==> src/rtl/muldiv_pkg.sv <==
// Shared encodings for the iterative HI/LO multiply/divide unit.
// Op codes follow the EX-stage encoding; states drive the sequencer in muldiv_ctrl.
package muldiv_pkg;

  localparam int unsigned DefaultWidth = 32;
  localparam int unsigned CntWidth     = 6;

  typedef enum logic [1:0] {
    OpMult  = 2'd0,
    OpMultu = 2'd1,
    OpDiv   = 2'd2,
    OpDivu  = 2'd3
  } muldiv_op_e;

  typedef enum logic [1:0] {
    StIdle = 2'd0,
    StRun  = 2'd1,
    StFix  = 2'd2
  } muldiv_state_e;

  function automatic logic op_is_signed(input muldiv_op_e op);
    return (op == OpMult) || (op == OpDiv);
  endfunction

  function automatic logic op_is_div(input muldiv_op_e op);
    return (op == OpDiv) || (op == OpDivu);
  endfunction

endpackage

==> src/rtl/muldiv_step.sv <==
// One-bit-per-cycle datapath: unsigned shift-add multiply or restoring divide.
// Operates on magnitudes only; sign handling lives in muldiv_ctrl.
module muldiv_step
  import muldiv_pkg::*;
#(
  parameter int unsigned WIDTH = DefaultWidth
) (
  input  logic             clk_i,
  input  logic             rst_ni,
  input  logic             load_i,
  input  logic             step_i,
  input  logic             is_div_i,
  input  logic [WIDTH-1:0] a_i,
  input  logic [WIDTH-1:0] b_i,
  output logic [WIDTH-1:0] upper_o,
  output logic [WIDTH-1:0] lower_o
);

  logic [WIDTH-1:0] upper_q, upper_d;
  logic [WIDTH-1:0] lower_q, lower_d;
  logic [WIDTH-1:0] operand_q, operand_d;
  logic [WIDTH:0]   sum;
  logic [WIDTH:0]   shifted;
  logic [WIDTH:0]   diff;

  always_comb begin
    upper_d   = upper_q;
    lower_d   = lower_q;
    operand_d = operand_q;
    sum       = {1'b0, upper_q} + (lower_q[0] ? {1'b0, operand_q} : '0);
    shifted   = {upper_q, lower_q[WIDTH-1]};
    diff      = shifted - {1'b0, operand_q};

    if (load_i) begin
      upper_d   = '0;
      lower_d   = a_i;
      operand_d = b_i;
    end else if (step_i) begin
      if (is_div_i) begin
        // Borrow out of the trial subtraction means restore the shifted remainder.
        upper_d = diff[WIDTH] ? shifted[WIDTH-1:0] : diff[WIDTH-1:0];
        lower_d = {lower_q[WIDTH-2:0], ~diff[WIDTH]};
      end else begin
        upper_d = sum[WIDTH:1];
        lower_d = {sum[0], lower_q[WIDTH-1:1]};
      end
    end
  end

  always_ff @(posedge clk_i or negedge rst_ni) begin
    if (!rst_ni) begin
      upper_q   <= '0;
      lower_q   <= '0;
      operand_q <= '0;
    end else begin
      upper_q   <= upper_d;
      lower_q   <= lower_d;
      operand_q <= operand_d;
    end
  end

  assign upper_o = upper_q;
  assign lower_o = lower_q;

endmodule

==> src/rtl/muldiv_ctrl.sv <==
// HI/LO multiply/divide controller: IDLE/RUN/FIX sequencer, sign handling and
// the architectural HI/LO registers, with an EX-stage stall interface.
module muldiv_ctrl
  import muldiv_pkg::*;
#(
  parameter int unsigned WIDTH = DefaultWidth
) (
  input  logic             clk,
  input  logic             rst,
  input  logic             start,
  input  logic [1:0]       op,
  input  logic [WIDTH-1:0] rs_data,
  input  logic [WIDTH-1:0] rt_data,
  input  logic             hilo_rd,
  input  logic [1:0]       hilo_we,
  output logic             stall_EX,
  output logic             busy,
  output logic             done,
  output logic             div_zero,
  output logic [WIDTH-1:0] hi,
  output logic [WIDTH-1:0] lo
);

  localparam logic [CntWidth-1:0] LastCnt = CntWidth'(WIDTH - 1);

  muldiv_state_e       state_q, state_d;
  muldiv_op_e          op_q, op_d;
  muldiv_op_e          op_in;
  logic [CntWidth-1:0] cnt_q, cnt_d;
  logic                neg_res_q, neg_res_d;
  logic                neg_rem_q, neg_rem_d;
  logic                dz_q, dz_d;
  logic [WIDTH-1:0]    hi_q, hi_d;
  logic [WIDTH-1:0]    lo_q, lo_d;
  logic                done_q, done_d;
  logic                div_zero_q, div_zero_d;

  logic                load;
  logic                step_en;
  logic                a_neg, b_neg;
  logic [WIDTH-1:0]    a_load, b_load;
  logic [WIDTH-1:0]    upper, lower;
  logic [2*WIDTH-1:0]  prod, prod_fix;
  logic [WIDTH-1:0]    quot_fix, rem_fix;

  assign op_in   = muldiv_op_e'(op);
  assign a_neg   = op_is_signed(op_in) & rs_data[WIDTH-1];
  assign b_neg   = op_is_signed(op_in) & rt_data[WIDTH-1];
  assign a_load  = a_neg ? -rs_data : rs_data;
  assign b_load  = b_neg ? -rt_data : rt_data;
  assign load    = (state_q == StIdle) & start;
  assign step_en = (state_q == StRun);

  muldiv_step #(
    .WIDTH(WIDTH)
  ) u_step (
    .clk_i   (clk),
    .rst_ni  (rst),
    .load_i  (load),
    .step_i  (step_en),
    .is_div_i(op_is_div(op_q)),
    .a_i     (a_load),
    .b_i     (b_load),
    .upper_o (upper),
    .lower_o (lower)
  );

  // Divide-by-zero leaves |dividend| in the remainder, so restoring its sign
  // reproduces rs_data exactly; the quotient is forced to all ones.
  assign prod     = {upper, lower};
  assign prod_fix = neg_res_q ? -prod : prod;
  assign quot_fix = dz_q ? '1 : (neg_res_q ? -lower : lower);
  assign rem_fix  = neg_rem_q ? -upper : upper;

  always_comb begin
    state_d    = state_q;
    op_d       = op_q;
    cnt_d      = cnt_q;
    neg_res_d  = neg_res_q;
    neg_rem_d  = neg_rem_q;
    dz_d       = dz_q;
    hi_d       = hi_q;
    lo_d       = lo_q;
    done_d     = 1'b0;
    div_zero_d = 1'b0;

    case (state_q)
      StIdle: begin
        if (hilo_we[1]) hi_d = rs_data;
        if (hilo_we[0]) lo_d = rs_data;
        if (start) begin
          state_d   = StRun;
          op_d      = op_in;
          cnt_d     = '0;
          neg_res_d = a_neg ^ b_neg;
          neg_rem_d = a_neg;
          dz_d      = op_is_div(op_in) & (rt_data == '0);
        end
      end
      StRun: begin
        cnt_d = cnt_q + CntWidth'(1);
        if (cnt_q == LastCnt) state_d = StFix;
      end
      StFix: begin
        if (op_is_div(op_q)) begin
          hi_d = rem_fix;
          lo_d = quot_fix;
        end else begin
          hi_d = prod_fix[2*WIDTH-1:WIDTH];
          lo_d = prod_fix[WIDTH-1:0];
        end
        done_d     = 1'b1;
        div_zero_d = dz_q;
        state_d    = StIdle;
      end
      default: state_d = StIdle;
    endcase
  end

  always_ff @(posedge clk or negedge rst) begin
    if (!rst) begin
      state_q    <= StIdle;
      op_q       <= OpMult;
      cnt_q      <= '0;
      neg_res_q  <= 1'b0;
      neg_rem_q  <= 1'b0;
      dz_q       <= 1'b0;
      hi_q       <= '0;
      lo_q       <= '0;
      done_q     <= 1'b0;
      div_zero_q <= 1'b0;
    end else begin
      state_q    <= state_d;
      op_q       <= op_d;
      cnt_q      <= cnt_d;
      neg_res_q  <= neg_res_d;
      neg_rem_q  <= neg_rem_d;
      dz_q       <= dz_d;
      hi_q       <= hi_d;
      lo_q       <= lo_d;
      done_q     <= done_d;
      div_zero_q <= div_zero_d;
    end
  end

  assign busy     = (state_q != StIdle);
  assign stall_EX = busy & (start | hilo_rd | (hilo_we != 2'b00));
  assign done     = done_q;
  assign div_zero = div_zero_q;
  assign hi       = hi_q;
  assign lo       = lo_q;

endmodule

==> config.mk <==
export PLATFORM = sky130hd
export DESIGN_NAME = muldiv_ctrl
export DESIGN_NICKNAME = d
export VERILOG_FILES = /design/src/rtl/muldiv_pkg.sv /design/src/rtl/muldiv_step.sv /design/src/rtl/muldiv_ctrl.sv
export SDC_FILE = /design/constraint.sdc
export NUM_CORES = 1
export LEC_CHECK = 0
export CORE_UTILIZATION = 53
export DETAILED_ROUTE_END_ITERATION = 8
export GPL_TIMING_DRIVEN = 0
export HOLD_SLACK_MARGIN = 0.15
export PLACE_DENSITY_LB_ADDON = 0.1
export SLEW_MARGIN = 0
export SYNTH_ARGS = -nofsm -noshare
export SYNTH_HDL_FRONTEND = slang
export SYNTH_SLANG_ARGS = --single-unit
==> constraint.sdc <==
create_clock -name clk -period 3.25 [get_ports clk]
set_input_delay 0.975 -clock clk [delete_from_list [all_inputs] [get_ports clk]]
set_output_delay 0.975 -clock clk [all_outputs]
set_load 0.05 [all_outputs]
======== Word level (Yosys, flattened, before mapping) ========
Index checks and enable logic that the tools add are counted.
cells by class
  $add $sub $neg .......................... 8
  equality and inequality tests ........... 11
  bitwise logic cells ..................... 9
  reductions and logical operators ........ 16
  muxes and demuxes ....................... 27
operators with widths
  kind                 number
  $mux 32              17
  $neg 32->32          4
  $pmux 32 s2          2
  $mux 64              1
  $neg 64->64          1
  $add 32x33->33       1
  $sub 33x32->33       1
  $logic_not 32->1     1
  $pmux 6 s2           1
  $eq 2x2->1 const B   5
  $reduce_and 2->1     5
  $reduce_bool 2->1    5
  $add 6x1->6 const B  1
  $eq 6x5->1 const B   1
  $mux 6               1
  $ne 2x2->1 const B   3
  $and 1x1->1          5
  $logic_not 2->1      2
  $mux 2               2
  $pmux 2 s2           1
  $logic_or 1x1->1     3
  $eq 2x1->1 const B   1
  $mux 1               2
  $ne 2x1->1 const B   1
  3 further kinds      4
storage, ports and cells
  word-level logic and storage cells ...... 84
  input port bits ......................... 72
  output and inout port bits .............. 68
  flip-flop bits (word level) ............. 175

======== Longest topological paths before layout ========
  depth in word-level cells ............... 5
  gate-level depth with buffers ........... 14
  gate-level depth less buffers ........... 13

======== Cells and area by module ========
A second synthesis with hierarchy kept.
second synthesis, totals
  cell total of the unflattened synthesis .. 1907
  area total of the unflattened synthesis .. 15173.3 um2
modules (own cells, without submodules)
  module       area an instance (um2)  sequential area each (um2)  cells each  times used
  muldiv_step  8625.8                  2402.3                      1072        1
  muldiv_ctrl  6547.5                  1951.9                      835         1

======== Worst setup path before layout ========
Ideal clock, no wire load.
  path type ............................... reg2reg
  start point ............................. register u_step.lower_q[31] (netlist: u_step.lower_o[31])
  end point ............................... register u_step.upper_q[0] (netlist: u_step.upper_o[0])
  library setup time ...................... 91 ps
  stages on the path, launching flop included .. 14
  buffers on the path ..................... 1
  setup slack ............................. -79 ps
  period minus slack after synthesis ...... 3329 ps
  arrival ................................. 3239 ps
  required time ........................... 3159 ps
  cell sequence ........................... dfrtp_1 -> inv_1 -> ha_1 -> fa_1 -> nand2b_1 -> a21oi_1 -> o211ai_1 -> a31oi_1 -> a31oi_1 -> o21ai_2 -> xor2_1 -> buf_2 -> mux2_2 -> o221ai_1
on the way
  word-level cells in the longest chain between the ends .. 5
ends and longest elaborated chain
  element                 RTL line           text
  from (decl)             muldiv_step.sv:20  logic [WIDTH-1:0] lower_q, lower_d;
  from (signal assigned)  muldiv_step.sv:57  lower_q <= lower_d;
  $sub 33x32->33          muldiv_step.sv:32  diff = shifted - {1'b0, operand_q};
  $mux 32 *               muldiv_step.sv:41  upper_d = diff[WIDTH] ? shifted[WIDTH-1:0] : diff[WIDTH-1:0];
  $mux 32 *               muldiv_step.sv:39  if (is_div_i) begin
  $mux 32 *               muldiv_step.sv:38  end else if (step_i) begin
  $mux 32 *               muldiv_step.sv:34  if (load_i) begin
  to (signal assigned)    muldiv_step.sv:56  upper_q <= upper_d;
  to (decl)               muldiv_step.sv:19  logic [WIDTH-1:0] upper_q, upper_d;
Every way passes the cells marked *; elsewhere a longest branch is shown, timed or not. The select of a mux whose other input is x is not followed.
A chain may end at the register's enable or synchronous reset.

======== Final worst setup path ========
  start point ............................. register u_step.lower_q[0] (netlist: u_step.lower_o[0])
  end point ............................... register u_step.upper_q[26] (netlist: u_step.upper_o[26])
on the way
  word-level cells in the longest chain between the ends .. 5
ends and longest elaborated chain
  element         RTL line           text
  $mux 32         muldiv_step.sv:30  sum = {1'b0, upper_q} + (lower_q[0] ? {1'b0, operand_q} : '0);
  $add 32x33->33  muldiv_step.sv:30
  $mux 32         muldiv_step.sv:39
  $mux 32         muldiv_step.sv:38
  $mux 32         muldiv_step.sv:34
Every way passes these cells. The select of a mux whose other input is x is not followed.

==> impl_metrics.py <==
metrics = {
    "synthesis": {
        "synth_area_leader_cell": "dfrtp_1",
        "yosysWarnings": 0,
        "synth.most_common_cell": "nand2_1",
        "synthArstFlopShare_pct": 100,
        "avgSynthCellArea_um2": 7.86,
        "synth_common_cells": "nand2_1 (212), o21ai_0 (202), dfrtp_1 (174), nor2_1 (131), a21oi_1 (128)",
        "synth_enable_flop_cells": 0,
        "syn_area_mm2": 0.0145,
        "synth_ff_type": "dfrtp_1",
        "netlist_top_cells_area": "dfrtp_1 (30%), o21ai_0 (7.0%), xnor2_1 (6.3%), ha_1 (6.0%), nand2_1 (5.5%)",
        "synth_seq_cells": 174,
        "synth_cells": 1846,
        "synth_top_area_share_pct": 30.0,
        "synth_nets": 1989,
        "ys_types": 82,
        "ys_seq_area_share_pct": 30.0,
    },
    "sta": {
        "finClkSkew_ps": 14.8,
        "relSlewSlack_pct": 18.1,
        "finalHoldViolations": 0,
        "slew_viol_final": 0,
        "worst_pin_slew_ps": 1230,
        "period_needed_ps": 3260,
        "setup_viol": 1,
        "finalCritPeriodShare_pct": 100,
        "fmax_ghz": 0.307,
        "fin_ws_ps": -10.4,
        "finalSetupTns_ps": -10.4,
        "rsz0062_at_grt": "true",
    },
    "worst_setup_path": {
        "crit_cells": 13,
        "crit_arrival_ps": 3600,
        "crit_family": "compound AO/OA/AOI/OAI gates",
        "worst_r2r_startpoint": "u_step.lower_o[0]$_DFFE_PN0P_",
        "worstPathMaxFanout": 10,
        "endpoint": "u_step.upper_o[26]$_DFFE_PN0P_",
        "end_kind": "flip-flop",
        "worstSetupPathType": "flip-flop to flip-flop",
        "regToRegEndpoint": "u_step.upper_o[26]$_DFFE_PN0P_",
        "critPathBufInv": 2,
        "slowest_stage": "dfrtp_2",
        "rr_worst_depth": 13,
        "path_cells": "inv_2, buf_6, nor2_1, ha_1, a21o_1, a21o_1, o21ai_0, nand3_4, o31ai_4, o211a_1, nand2b_1, xor2_1, a221o_1",
        "regToRegSetupSlack_ps": -10,
        "cp.required_ps": 3590,
        "setup.worst_path.start": "u_step.lower_o[0]$_DFFE_PN0P_",
        "crit_path_start_kind": "flip-flop",
        "crit_top_cell": "a21o_1",
        "slowest_delay_ps": 470,
    },
    "global_routing": {
        "first_global_vias": 15400,
        "grt_max_degree": 104,
        "grt_use_total_pct": 39.9,
        "grt.overflow.total": 0,
        "grt_pass1_wl_um": 86100,
        "antenna_found_initial": 0,
    },
    "clocking": {
        "cts_tree": "yes",
        "cts_max_level": 4,
        "clockBufferDepth": 2,
        "clk_pin_slew_ps": 80,
        "clk_latency_ps": 460,
        "root_buffer": "clkbuf_16",
        "clock-sinks": 174,
        "cts_made_buffers": 17,
    },
    "floorplan": {
        "die_area_mm2": 0.0280,
        "rows": 60,
        "die_x_um": 167,
        "coreArea_mm2": 0.0269,
        "start_util_pct": 54.0,
        "io_pins": 140,
        "die-height_um": 167,
    },
    "cells_and_area": {
        "postLayoutCoreUtil_pct": 66.7,
        "seqCellArea_mm2": 0.00438,
        "drive_gt1_share_pct": 11.1,
        "multi_input_area_mm2": 0.0100,
        "fillers": 2368,
        "nNetsFinal": 2183,
        "diodes": 0,
        "syn_to_final_growth_pct": 23.7,
    },
    "power_and_ir_drop": {
        "internal-power_w": 0.00932,
        "power.switching_w": 0.0100,
        "power_frac_seq_pct": 21.7,
        "fin_total_pwr_w": 0.0194,
        "peakVddDrop_mv": 0.660,
        "combPwrFrac_pct": 67.3,
        "p_leak_nw": 7.44,
        "pwr_density_cell_mw_per_mm2": 1080,
        "switching_share_pct": 51.8,
        "power_frac_clock_pct": 11.0,
    },
    "job": {
        "maxCapViolCount": 0,
    },
    "route": {
        "wire_per_inst_um": 23.2,
        "via_per_inst": 6.52,
        "dr.pass1.iters": 6,
        "drc": 0,
        "vias": 15600,
        "drtIter0Drc": 1538,
        "wirelength_um": 55500,
        "postRouteAntennaNets": 0,
    },
    "placement": {
        "dp_hpwl_um": 41200,
        "port_buffers": 138,
        "gp_congestion": 1.08,
        "pre_cts_slack_ps": -1140,
    },
    "worst_hold_path": {
        "hp-class": "input port to async pin",
    },
    "outcome": {
        "violations": "setup timing",
        "status": "finished, violations left",
    },
}
==> per-layer routing <==
| metal | share of wire, % | track usage (%) | wire, um |
|---|---|---|---|
| met1 | 38 | 47.5 | 20900 |
| met2 | 47 | 65.1 | 26000 |
| met3 | 8.0 | 6.41 | 4450 |
| met5 | 0 | 0 | 0 |
| met4 | 7.6 | 29.8 | 4200 |
==> metrics by stage <==
step / hold slack (ps) / cell area (um2) / cells
floorplan: 450 / 14500 / 1846
global placement: 460 / 16300 / 2325
detailed placement: 469 / 16400 / 2326
CTS: 485 / 17600 / 2391
global route: 499 / 17900 / 2394
finish: 463 / 17900 / 2394
==> layout make-up <==
class                           instances  share of cell area, %
Buffer                                102                   2.64
Tap cell                              341                   2.38
Timing Repair Buffer                  184                   9.90
Inverter                               67                   1.40
Clock buffer                           18                   2.45
Sequential cell                       174                   24.4
Multi-Input combinational cell       1494                   56.0
Clock inverter                         14                  0.809
==> registers in the layout (all words and copies together), names as in the netlist, 2 cells and up <==
name,flops
cnt_q,6
hi,32
lo,32
state_q,2
u_step.lower_o,32
u_step.operand_q,32
u_step.upper_o,32
==> cell usage in the layout (no fill, tap or decap), drive strengths merged, types with 39 or more instances in the layout <==
cell,synthesis,final
a21oi,128,128
buf,20,66
clkbuf,92,102
clkdlybuf4s50,0,128
dfrtp,174,174
ha,69,69
inv,66,73
mux2i,46,46
nand2,212,212
nand3,82,82
nor2,131,131
o211ai,39,39
o21ai,204,204
xnor2,105,106
xor2,63,63
==> cells by family (layout without fill, tap and decap cells) <==
logic type / count (synthesis) / count (layout) / share of synthesized area, %
muxes: 48 / 48 / 3.33
adders and majority gates: 71 / 71 / 6.23
AOI/OAI and AO/OA: 591 / 591 / 25.0
and+or+nand+nor: 615 / 615 / 20.4
DFF: 174 / 174 / 30.0
xor gates and xnor gates: 168 / 169 / 10.2
buffers and inverters: 179 / 385 / 4.82
==> how the worst min path moves through the flow <==
stage | cells past startpoint | to | start | slack, ps
final | 1 | lo[8]$_DFFE_PN0P_ | rst | 460
after global routing | 2 | lo[14]$_DFFE_PN0P_ | lo[14]$_DFFE_PN0P_ | 500
after CTS | 2 | lo[14]$_DFFE_PN0P_ | lo[14]$_DFFE_PN0P_ | 480
after detailed placement | 2 | lo[14]$_DFFE_PN0P_ | lo[14]$_DFFE_PN0P_ | 470
after global placement | 2 | lo[27]$_DFFE_PN0P_ | lo[27]$_DFFE_PN0P_ | 460
after floorplan | 2 | u_step.operand_q[10]$_DFFE_PN0P_ | u_step.operand_q[10]$_DFFE_PN0P_ | 450
==> repair_timing <==
action | 4_1_cts | 5_1_grt
hold buffers | 0 | 0
endpoints found under the setup margin | 81 | 61
gates resized for setup | 98 | 91
pin swaps | 21 | 34
hold endpoints to repair | 0 | 0
buffers inserted | 32 | 10
gates cloned | 4 | 0
==> worst register-to-register path, cell delays in order, from the launching register on <==
cell,delay (ps)
dfrtp_2,470
inv_2,140
buf_6,160
nor2_1,60
ha_1,360
a21o_1,210
a21o_1,180
o21ai_0,380
nand3_4,200
o31ai_4,240
o211a_1,230
nand2b_1,80
xor2_1,150
a221o_1,300
==> power by group through the flow <==
| stage | Sequential (W) | Combinational [W] | Clock, W |
|---|---|---|---|
| after floorplan | 0.00455 | 0.00739 | 0 |
| after global routing | 0.00426 | 0.0140 | 0.00221 |
| after detailed placement | 0.00417 | 0.0111 | 0 |
| after CTS | 0.00411 | 0.0123 | 0.00212 |
| after global placement | 0.00415 | 0.0109 | 0 |
| final | 0.00419 | 0.0130 | 0.00213 |
Note: power is estimated with default switching activity, not from simulation.
